**src/rtl/ahb_matrix_pkg.sv**
```systemverilog
// Shared AHB constants and holding-register payload for the matrix input stage.
package ahb_matrix_pkg;

  localparam int unsigned ADDR_W  = 32;
  localparam int unsigned TRANS_W = 2;
  localparam int unsigned SIZE_W  = 3;
  localparam int unsigned BURST_W = 3;
  localparam int unsigned PROT_W  = 4;
  localparam int unsigned RESP_W  = 2;

  localparam logic [TRANS_W-1:0] HTRANS_IDLE   = 2'b00;
  localparam logic [TRANS_W-1:0] HTRANS_BUSY   = 2'b01;
  localparam logic [TRANS_W-1:0] HTRANS_NONSEQ = 2'b10;
  localparam logic [TRANS_W-1:0] HTRANS_SEQ    = 2'b11;

  localparam logic [RESP_W-1:0] HRESP_OKAY  = 2'b00;
  localparam logic [RESP_W-1:0] HRESP_ERROR = 2'b01;

  // Address-phase fields captured by the holding register (user field kept apart: width is a parameter)
  typedef struct packed {
    logic [ADDR_W-1:0]  addr;
    logic [TRANS_W-1:0] trans;
    logic               write;
    logic [SIZE_W-1:0]  size;
    logic [BURST_W-1:0] burst;
    logic [PROT_W-1:0]  prot;
    logic               mastlock;
  } ahb_addr_phase_t;

  typedef enum logic [1:0] {
    ST_IDLE = 2'b00,
    ST_HOLD = 2'b01,
    ST_DATA = 2'b10
  } in_state_e;

endpackage

```
**src/rtl/ahb_matrix_input_hold.sv**
```systemverilog
// AHB matrix input stage: holds an address phase until the decoder accepts it.
// Optional macro AHB_MATRIX_IN_USER_EN holds and muxes HAUSERS as well.
module ahb_matrix_input_hold
  import ahb_matrix_pkg::*;
#(
  parameter int unsigned USER_W = 32
) (
  input  logic                HCLK,
  input  logic                HRESETn,
  input  logic                HSELS,
  input  logic [ADDR_W-1:0]   HADDRS,
  input  logic [TRANS_W-1:0]  HTRANSS,
  input  logic                HWRITES,
  input  logic [SIZE_W-1:0]   HSIZES,
  input  logic [BURST_W-1:0]  HBURSTS,
  input  logic [PROT_W-1:0]   HPROTS,
  input  logic                HMASTLOCKS,
  input  logic [USER_W-1:0]   HAUSERS,
  input  logic                HREADYS,
  input  logic                active_op,
  input  logic                readyout_op,
  input  logic [RESP_W-1:0]   resp_op,
  output logic                HREADYOUTS,
  output logic [RESP_W-1:0]   HRESPS,
  output logic                sel_op,
  output logic [ADDR_W-1:0]   addr_op,
  output logic [TRANS_W-1:0]  trans_op,
  output logic                write_op,
  output logic [SIZE_W-1:0]   size_op,
  output logic [BURST_W-1:0]  burst_op,
  output logic [PROT_W-1:0]   prot_op,
  output logic                mastlock_op,
  output logic [USER_W-1:0]   auser_op,
  output logic                held_tran_op
);

  in_state_e       state_q;
  in_state_e       state_d;
  ahb_addr_phase_t live_c;
  ahb_addr_phase_t hold_q;
  ahb_addr_phase_t pres_c;
  logic            load_c;
  logic            pend_c;
  logic            dphase_c;
  logic            pend_nx_c;
  logic            dphase_nx_c;

  assign load_c   = HSELS & HTRANSS[1] & HREADYS;
  assign pend_c   = (state_q == ST_HOLD);
  assign dphase_c = (state_q == ST_DATA);

  assign live_c = '{addr:     HADDRS,
                    trans:    HTRANSS,
                    write:    HWRITES,
                    size:     HSIZES,
                    burst:    HBURSTS,
                    prot:     HPROTS,
                    mastlock: HMASTLOCKS};

  // Holding register: captures every loaded address phase
  always_ff @(posedge HCLK or negedge HRESETn) begin
    if (!HRESETn) begin
      hold_q <= '0;
    end else if (load_c) begin
      hold_q <= live_c;
    end
  end

  // Downstream sees the held phase while pending, otherwise the live master
  assign pres_c      = pend_c ? hold_q : live_c;
  assign sel_op      = pend_c | HSELS;
  assign addr_op     = pres_c.addr;
  assign trans_op    = pres_c.trans;
  assign write_op    = pres_c.write;
  assign size_op     = pres_c.size;
  assign burst_op    = pres_c.burst;
  assign prot_op     = pres_c.prot;
  assign mastlock_op = pres_c.mastlock;

`ifdef AHB_MATRIX_IN_USER_EN
  logic [USER_W-1:0] user_q;

  always_ff @(posedge HCLK or negedge HRESETn) begin
    if (!HRESETn) begin
      user_q <= '0;
    end else if (load_c) begin
      user_q <= HAUSERS;
    end
  end

  assign auser_op = pend_c ? user_q : HAUSERS;
`else
  logic unused_user;

  assign unused_user = ^HAUSERS;
  assign auser_op    = '0;
`endif

  // State register
  always_ff @(posedge HCLK or negedge HRESETn) begin
    if (!HRESETn) begin
      state_q <= ST_IDLE;
    end else begin
      state_q <= state_d;
    end
  end

  // Next state from the pending and data-phase flag rules
  always_comb begin
    pend_nx_c   = pend_c;
    dphase_nx_c = dphase_c;
    state_d     = ST_IDLE;
    if (load_c) begin
      pend_nx_c = ~active_op;
    end else if (pend_c && active_op) begin
      pend_nx_c = 1'b0;
    end
    if (HREADYS || pend_c) begin
      dphase_nx_c = sel_op & trans_op[1] & active_op;
    end
    if (pend_nx_c) begin
      state_d = ST_HOLD;
    end else if (dphase_nx_c) begin
      state_d = ST_DATA;
    end else begin
      state_d = ST_IDLE;
    end
  end

  // Master-side response per state
  always_comb begin
    HREADYOUTS   = 1'b1;
    HRESPS       = HRESP_OKAY;
    held_tran_op = 1'b0;
    unique case (state_q)
      ST_HOLD: begin
        HREADYOUTS   = 1'b0;
        held_tran_op = 1'b1;
      end
      ST_DATA: begin
        HREADYOUTS = readyout_op;
        HRESPS     = resp_op;
      end
      default: begin
        HREADYOUTS   = 1'b1;
        HRESPS       = HRESP_OKAY;
        held_tran_op = 1'b0;
      end
    endcase
  end

endmodule

```
**config.mk**
```make
export PLATFORM = sky130hd
export DESIGN_NAME = ahb_matrix_input_hold
export DESIGN_NICKNAME = d
export VERILOG_FILES = /design/src/rtl/ahb_matrix_pkg.sv /design/src/rtl/ahb_matrix_input_hold.sv
export SDC_FILE = /design/constraint.sdc
export NUM_CORES = 1
export LEC_CHECK = 0
export ABC_AREA = 1
export CAP_MARGIN = 20
export CORE_MARGIN = 4
export CORE_UTILIZATION = 40
export CTS_BUF_LIST = sky130_fd_sc_hd__clkbuf_8
export DETAILED_ROUTE_END_ITERATION = 10
export PLACE_DENSITY = 0.95
export SYNTH_ARGS = -nofsm -noshare
export SYNTH_HDL_FRONTEND = slang
export SYNTH_SLANG_ARGS = --single-unit
```
**constraint.sdc**
```tcl
create_clock -name HCLK -period 2.9 [get_ports HCLK]
set_input_delay 0.29 -clock HCLK [delete_from_list [all_inputs] [get_ports HCLK]]
set_output_delay 0.29 -clock HCLK [all_outputs]
set_load 0.03 [all_outputs]
```
# Word level (Yosys, flattened, before mapping)
# Cells that the tools add are included.
classes:
  shifts: 0
  n_reduce_logical: 2
  add_sub_neg: 0
  bitwise: 6
  n_eq_ne: 2
  div_mod_pow: 0
  multipliers: 0
  magnitude_cmp: 0
  n_mux: 9
ops:
  columns: ["op", "count"]
  rows:
  - ["$mux W46", 1]
  - ["$mux W2", 3]
  - ["$and A1 B1 Y1", 4]
  - ["$mux W1", 4]
  - ["$eq A2 B1 Y1 const B", 1]
  - ["$eq A2 B2 Y1 const B", 1]
  - ["$pmux W1 S2", 1]
  - ["$logic_and A1 B1 Y1", 1]
  - ["$logic_or A1 B1 Y1", 1]
  - ["$not A1 Y1", 1]
  - ["$or A1 B1 Y1", 1]
word_totals:
  mem_count: 0
  out_inout_bits: 83
  reg_bits: 48
  rom_bits: 0
  latch_bits: 0
  ram_bits: 0

# Longest topological paths before layout
depth:
  ltp_word: 7
  ltp_mapped: 6
  mapped_depth_nobuf: 6

# Least setup slack after synthesis
# Ideal clock, no wire load.
synth_path:
  kind: "flip-flop to output port"
  startpoint: "reg state_q[0]"
  endpoint: "out addr_op[31]"
  arrival_ps: 1369
  setup_slack_ps: 1241
  stages_incl_launch_ff: 5
  path_buffers: 1
  cell_sequence: "dfrtp_1 > inv_2 > nor2_4 > buf_2 > o21ai_0"
synth_between:
  elab_chain_len: 2
synth_lines:
  columns: ["element", "line_no", "rtl"]
  rows:
  - ["from (decl)", "ahb_matrix_input_hold.sv:37", "in_state_e state_q;"]
  - ["from (signal assigned)", "ahb_matrix_input_hold.sv:104", "state_q <= state_d;"]
  - ["$eq A2 B1 Y1", "ahb_matrix_input_hold.sv:49", "assign pend_c = (state_q == ST_HOLD);"]
  - ["$mux W46", "ahb_matrix_input_hold.sv:70", "assign pres_c = pend_c ? hold_q : live_c;"]
  - ["to (decl)", "ahb_matrix_input_hold.sv:26", "output logic [ADDR_W-1:0] addr_op,"]
# Every way passes these cells.

# Worst setup path in the final report
layout_path:
  startpoint: "reg state_q[0]"
  endpoint: "out addr_op[1]"
# The elaborated chain is that of the path after synthesis.

==> summary.md <==
| Metric | Value |
|---|---|
| Result of the run | `complete, but fails checks` |
| Violated checks | `hold timing` |
| Via density per instance | `between 4 and 5` |
| WL/cell | `approximately 11 um` |
| Final setup violation count | `0` |
| Placer's final routability congestion estimate | `0.721` |
| Height of the die | `90.6 um` |
| Type of the setup path with the least slack | `register to output port` |
| Hold violation count in the final report | `2` |
| Floorplan die width | `90.6 um` |
| Source-to-sink clock delay at the later pin of the worst-skew pair | `0.29 ns` |
| Startpoint of the lowest-slack register-to-register path | `state_q[0]$_DFF_PN0_` |
| Reg2reg path depth | `6` |
| Maximum fanout encountered on the critical timing path | `47` |
| Gate count after technology mapping | `about 350` |
| Maximum level of the CTS H-tree | `2` |
| Max Cap Violations | `0` |
| FILL cells | `between 500 and 600` |
| Max-Slew Margin vs Limit | `slightly above 50%` |
| Setup skew after layout | `~0.00032 ns` |
| Hold buffer count at cts | `0` |
| Final max-slew violation count | `0` |
| Critical Path AT | `~2.0 ns` |
| Antenna cells | `0` |
| Req. time, crit path | `about 2.6 ns` |
| Power per Cell Area | `~470 nW/um^2` |
| Post-layout utilization of the core | `57.9%` |
| Count of instances resized after the clock tree is built | `0` |
| Antenna violations before repair | `0` |
| Count of nets after finishing | `about 530` |
| Leak Pwr | `between 1.5 and 2 nW` |
| Final worst path period need | `around 2.3 ns` |
| Placed cell count | `slightly above 500` |
| Synth-to-Final Area Change | `38.0%` |
| Die Footprint | `8200 sq um` |
| Number of port buffers | `approximately 100` |
| Post-Synthesis Mean Instance Area | `between 7 and 8 sq um` |
| ANT nets after route | `0` |
| Post-CTS clock slew at the launch and capture registers of the worst setup and hold paths | `around 0.080 ns` |
| I/O pin count | `169` |
| Worst min-delay path class | `input port to async pin` |
| First-pass GRT wire length | `around 10000 um` |
| Reg-to-Reg End | `state_q[1]$_DFF_PN0_` |
| Number of iterations in the first detailed-routing pass | `4` |
| Synthesis Warnings | `0` |
| Total global routing track utilization | `between 10 and 15%` |
| Fraction of final layout cells sized beyond drive strength 1 | `~8.3%` |
| Cell at the root of the clock tree | `sky130_fd_sc_hd__clkbuf_8` |
| Starting DRT DRC Count | `between 80 and 90` |
| Post-CTS setup buffers | `0` |
| Post-route clock period utilization | `79.0%` |
| Number of sinks on the clock net | `between 40 and 50` |
| Via count of the first global-routing pass | `about 2300` |
| DRC Markers | `0` |
| Maximum number of pins on one net before global-route repair | `93` |
| Non-filler cells in the finished layout | `525` |
| GRT Residual Overflow | `0` |
| Detailed Place HPWL | `approximately 4600 um` |
| Register area share after synthesis | `about 44%` |
| Highest clock rate | `0.437 GHz` |
| Register-to-register setup slack | `about 1.6 ns` |
| Power after layout | `around 1.8 mW` |
| Worst slew pin tran | `roughly 0.73 ns` |
| Peak supply drop | `0.228 mV` |
| Effective utilization at floorplan | `42.0%` |
| Buffers from clock root to sink, at most | `2` |
| Worst hold-check slack | `-0.00203 ns` |
| Number of synthesized register bits | `48` |
| Floorplan core area | `~6500 sq um` |
| Nature of the critical path startpoint | `register` |
| Mapped Area | `approximately 2700 sq um` |
| Count of vias placed by the detailed router | `around 2400` |
| Unrepaired setup endpoints after global routing | `no` |
| Total wire length after detailed routing | `roughly 6000 um` |
| Number of buffers created by CTS | `5` |
| CP Capture Type | `output port` |
| Final TNS setup | `0 ns` |
| Number of library cell types mapped by synthesis | `19` |
| Row count | `29` |
| TritonCTS clock tree | `yes` |
-- power breakdown --
| part | leakage (nW) | total (mW) | internal, mW | switching [mW] |
|---|---|---|---|---|
| logic | 1.15 | 0.547 | 0.227 | 0.320 |
| registers | 0.596 | 0.831 | 0.771 | 0.0603 |
| clock network | 0.0510 | 0.397 | 0.190 | 0.206 |
| total | 1.80 | 1.77 | 1.19 | 0.586 |
-- cell usage in the layout (no fill, tap or decap), drive strengths merged --
cell type	instances
clkdlybuf4s50	103
nand2	96
o21ai	90
inv	53
dfrtp	48
conb	32
nor2	7
clkbuf	6
buf	5
a21oi	3
clkinv	2
nand3	2
or2	1
-- layer usage --
layer,share of wire (%),wire [um],vias up,global-route usage [%]
li1,-,-,1214,-
met1,41,2380,1052,16.2
met2,51,3020,80,26.9
met3,7.3,429,5,4.67
met4,0.71,42,0,2.81
met5,0,0,-,0
-- layout make-up --
class | count | area, sq um | share of cell area [%]
Sequential cell | 48 | 1200 | 31.9
Timing Repair Buffer | 108 | 1110 | 29.5
Multi-Input combinational cell | 231 | 1060 | 28.3
Inverter | 53 | 199 | 5.29
Tap cell | 77 | 96.3 | 2.56
Clock buffer | 6 | 82.6 | 2.19
Clock inverter | 2 | 10.0 | 0.266
-- how the worst max path moves through the flow --
stage                               from           to  depth (start not counted)
global route        state_q[0]$_DFF_PN0_  addr_op[24]                          6
finish              state_q[0]$_DFF_PN0_   addr_op[1]                          6
floorplan           state_q[0]$_DFF_PN0_  addr_op[31]                          4
CTS                 state_q[0]$_DFF_PN0_  mastlock_op                          6
detailed placement            HMASTLOCKS  mastlock_op                          4
global placement    state_q[0]$_DFF_PN0_  mastlock_op                          6
-- critical path, stage by stage, from the launching register on --
cell                              delay [ns]
sky130_fd_sc_hd__dfrtp_1                0.41
sky130_fd_sc_hd__inv_2                  0.06
sky130_fd_sc_hd__nor2_4                 0.14
sky130_fd_sc_hd__buf_12                 0.23
sky130_fd_sc_hd__nand2_1                0.08
sky130_fd_sc_hd__o21ai_1                0.08
sky130_fd_sc_hd__clkdlybuf4s50_1        0.70
-- cell families (layout without fill, tap and decap cells) --
group                  after synthesis  after routing  share of synthesized area, %
DFF                                 48             48                          44.1
and+or+nand+nor                    106            106                          16.0
other                                1             32                         0.138
AOI/OAI and AO/OA                   93             93                          18.4
buffers and inverters              105            169                          21.4
-- metrics by stage --
stage	instance area [sq um]	setup slack, ns
5_1_grt	3760	0.473
4_1_cts	3740	0.575
3_5_place_dp	3640	0.902
6_report	3760	0.609
3_3_place_gp	3640	0.933
2_1_floorplan	2840	1.24
-- Yosys cell counts (all sizes together) --
cell type | n | area share [%]
conb | 1 | 0.14
dfrtp | 48 | 44
a21oi | 3 | 0.55
or2 | 1 | 0.23
nor2 | 7 | 1.2
inv | 53 | 7.3
nand2 | 96 | 14
buf | 48 | 14
clkbuf | 4 | 0.55
nand3 | 2 | 0.37
o21ai | 90 | 18
-- flip-flops by register name (all words and copies together) (netlist names) --
signal   cells
state_q      2
hold_q      46
(Power assumes the default switching activity.)
==> RTL edit 1 (config.mk and constraints unchanged) <==
Change the package constant `PROT_W` from 4 to 5.
--- a/src/rtl/ahb_matrix_pkg.sv
+++ b/src/rtl/ahb_matrix_pkg.sv
@@ -5,7 +5,7 @@
   localparam int unsigned TRANS_W = 2;
   localparam int unsigned SIZE_W  = 3;
   localparam int unsigned BURST_W = 3;
-  localparam int unsigned PROT_W  = 4;
+  localparam int unsigned PROT_W  = 5;
   localparam int unsigned RESP_W  = 2;
 
   localparam logic [TRANS_W-1:0] HTRANS_IDLE   = 2'b00;
Ports: changed (resized HPROTS and prot_op); port bits go from 169 to 171. The function was not compared with the original's and may differ.
==> RTL edit 1 against the original RTL <==
Setup slack lost 0.21 ns; global-route usage shrank 0.68 points; utilization shrank 1.4 points; routed wire length grew 4.4%; power grew 1.5%; area after synthesis grew 7.3%; design area grew 4.4%; sequential cell count grew 1; largest cell class unchanged.
==> RTL edit 1: results (changes against the original RTL) <==
most frequent cells after synthesis=nand2_1 (98), inv_1 (53), o21ai_0 (52); sequential-to-total area share from yosys stat=0.419 (-0.0214); Routability Congestion=0.693 (-4.0%); Post-layout nets=542 (+1.7%); GRT met1 Usage=0.161 (-0.000492); Fillers=609 (+3.0%); largest net degree at the start of global routing=96 (+3.2%); status=complete, no violations; Logic pwr share=0.317 (+0.009); Worst Setup EP=addr_op[8]; vias per inst=4.48 (about the same); Hold WS=0.487 ns (+0.489 ns); Least-Margin Pin Slew=0.781 ns (+0.0477 ns); WL met3=435 um (+1.4%); Hold WC Path Type=flop to flop; via count of the first global-routing pass=2,341 (+3.4%); met2 Use GR=0.255 (-0.0138); top post-synthesis cells by area=dfrtp_1 (42%), nand2_1 (13%), o21ai_2 (12%), o21ai_0 (8.9%), buf_4 (8.5%); drt first pass iters=4 (unchanged); maximum fanout along the worst path=95 (+100%); Avg WL per Cell=11.1 um (-0.52%); met2 routed wirelength=3.22 mm (+6.4%); share of post-route cells with drive strength above 1=0.119 (+0.0361); Final HPWL DP=4.64 mm (+1.8%); DRT iter0 DRCs=74 (-12%); reg2reg setup slack=1.54 ns (-0.08 ns); first-pass GRT wire length=9.98 mm (-0.34%); Worst IR Drop VDD=0.238 mV (+4.2%); Port Buffers=106 (+1.9%); GRT met3 Usage=0.0378 (-0.00885); Worst Skew=0.000751 ns (+0.000430 ns); Total Routing Usage GR=0.138 (-0.00677); R2R cell count=6 (unchanged); count of cell types in the netlist=20 (+1); Metal-1 WL=2.44 mm (+2.5%)
## RTL edit 1: final cells by class
| type | instances | area (um2) | area share |
|---|---|---|---|
| flip-flops and latches | 49 | 1230 | 0.312 |
| multi-input cells | 235 | 1170 | 0.297 |
| repair buffers | 110 | 1130 | 0.287 |
| inverters | 54 | 203 | 0.0516 |
| well taps | 96 | 120 | 0.0306 |
| clock buffers | 6 | 82.6 | 0.0210 |
| clock inverters | 1 | 3.75 | 0.000955 |
## RTL edit 1: through the flow
stage | power (mW) | cell area [um2] | setup WS (ns) | cells
floorplan | 1.24 | 3040 | 1.12 | 390
global placement | 1.41 | 3810 | 0.766 | 542
detailed placement | 1.43 | 3810 | 0.700 | 542
CTS | 1.83 | 3900 | 0.416 | 549
global route | 1.91 | 3930 | 0.263 | 551
finish | 1.80 | 3930 | 0.404 | 551
==> RTL edit 2 (same flow settings) <==
Without the edit above. The 3 states of `in_state_e` get a one-hot encoding in 3 bits.
--- a/src/rtl/ahb_matrix_pkg.sv
+++ b/src/rtl/ahb_matrix_pkg.sv
@@ -27,10 +27,10 @@
     logic               mastlock;
   } ahb_addr_phase_t;
 
-  typedef enum logic [1:0] {
-    ST_IDLE = 2'b00,
-    ST_HOLD = 2'b01,
-    ST_DATA = 2'b10
+  typedef enum logic [2:0] {
+    ST_IDLE = 3'b001,
+    ST_HOLD = 3'b010,
+    ST_DATA = 3'b100
   } in_state_e;
 
 endpackage
Function: no difference found for any inputs over 10 cycles, from zero or initial values and one cycle with HRESETn low; not proved beyond that.
==> RTL edit 2 against the original RTL <==
First-iteration DRC count decreased by 3.6%; critical endpoint is now prot_op[0]; setup slack got worse by 0.32 ns; highest routed layer unchanged; die area rose by 4.4%; area after synthesis up 4.9%; register-to-register slack improved by 0.23 ns; routed wire length rose by 3.0%; sequential cell count increased by 1; hold slack improved by 0.37 ns; non-clock buffer count is 1 higher; design area rose by 3.6%; power is 0.49% lower.
==> RTL edit 2: results (changes against the original RTL) <==
n_diodes=0 (unchanged); Largest regs=hold_q (46), state_q (3); drt first pass iters=4 (unchanged); reg2reg setup slack=1.85 ns (+0.23 ns); # H-tree levels=2 (unchanged); Worst Skew=0.000325 ns (+0.00000352 ns); setup violation total in the final timing report=0 (unchanged); first-pass GRT wire length=9.74 mm (-2.8%); Setup crit start=state_q[2]$_DFF_PN0_; placed inst area=0.00376 mm2 (+3.3%); clk buf depth=2 (unchanged); DRT iter0 DRCs=81 (-3.6%); Final HPWL DP=4.69 mm (+2.9%); reg2reg end=state_q[0]$_DFF_PN1_; Worst Setup EP=prot_op[0]; initial antenna violation count=0 (unchanged); GRT met1 Usage=0.149 (-0.0124); CTS clk-pin slew, worst paths=0.09 ns; Least-Margin Pin Slew=0.757 ns (+0.0239 ns); Routability Congestion=0.700 (-2.9%); largest net degree at the start of global routing=52 (-44%); Sw Share=0.301 (-0.0292); met2 Use GR=0.259 (-0.00947); Worst IR Drop VDD=0.234 mV (+2.7%); worst-skew pair later-pin latency=0.29 ns (about the same); top post-synthesis cells by area=dfrtp_1 (42%), nand2_1 (13%), o21ai_2 (11%), buf_4 (8.7%), inv_1 (6.8%); count of cell types in the netlist=20 (+1); share of post-route cells with drive strength above 1=0.122 (+0.0394); most frequent cells after synthesis=nand2_1 (97), inv_1 (52), dfrtp_1 (48); Final WS setup=0.287 ns (-0.322 ns); DR vias=2,385 (+1.4%); sequential-to-total area share from yosys stat=0.429 (-0.0112); status=complete, no violations; static leakage=1.85 nW (+2.9%); Avg WL per Cell=11.1 um (-1.2%); Hold WS=0.370 ns (+0.372 ns); R2R cell count=7 (+1); GRT met3 Usage=0.0357 (-0.0109); vias per inst=4.36 (-2.6%); pre-CTS WS=0.596 ns (-0.306 ns); DP Cell Count=537 (+4.1%); maximum fanout along the worst path=51 (+8.5%); Hold WC Path Type=primary input to asynchronous set/reset pin; WP data arrival=2.32 ns (+0.32 ns); Total Routing Usage GR=0.136 (-0.00874); Port Buffers=104 (unchanged); syn_area_per_cell=8.05 um2 (+4.3%); FF-to-FF Start=state_q[0]$_DFF_PN1_; via count of the first global-routing pass=2,269 (+0.18%)
-- RTL edit 2: cell types whose count changed after synthesis, moves of 2 or more --
cell      delta
o21ai_0     -11
nand2_1     +11
o21ai_1     -16
o21ai_2     +27
nand2_2     -10
buf_4        -2
buf_6        +6
clkbuf_1     -3
-- RTL edit 2: area by class of cell --
class / count / area (um2)
clock buffers: 5 / 68.8
clock inverters: 3 / 38.8
fillers: 601 / 2970
inverters: 54 / 204
multi-input cells: 231 / 1140
flip-flops and latches: 49 / 1230
well taps: 96 / 120
repair buffers: 109 / 1100
-- RTL edit 2: power groups by stage --
stage	combinational, mW	clock [mW]	sequential, mW
3_5_place_dp	0.459	0	0.851
3_3_place_gp	0.446	0	0.844
5_1_grt	0.502	0.505	0.852
6_report	0.459	0.468	0.839
4_1_cts	0.460	0.485	0.839
2_1_floorplan	0.314	0	0.837
-- RTL edit 2: routing by layer --
| layer | wire length [um] | vias to the layer above |
|---|---|---|
| li1 | - | 1227 |
| met1 | 2440 | 1072 |
| met2 | 3180 | 80 |
| met3 | 377 | 6 |
| met4 | 53 | 0 |
| met5 | 0 | - |
-- RTL edit 2: what timing repair did --
action,in CTS,in global routing
hold endpoints to repair,0,7
resized for setup,0,0
hold buffers,0,1
buffers inserted,0,0
-- RTL edit 2: worst max-delay path: stages, from the launching register on --
cell and delay (ns):
dfrtp_1 0.39, inv_2 0.07, nand3_2 0.11, clkinv_2 0.07, buf_4 0.45, nand2_1 0.14
o21ai_2 0.08, clkdlybuf4s50_1 0.69
-- RTL edit 2: logic make-up after synthesis --
| family | share of synthesized area |
|---|---|
| AOI/OAI and AO/OA | 0.210 |
| buffers and inverters | 0.214 |
| DFF | 0.429 |
| other | 0.00131 |
| and+or+nand+nor | 0.145 |
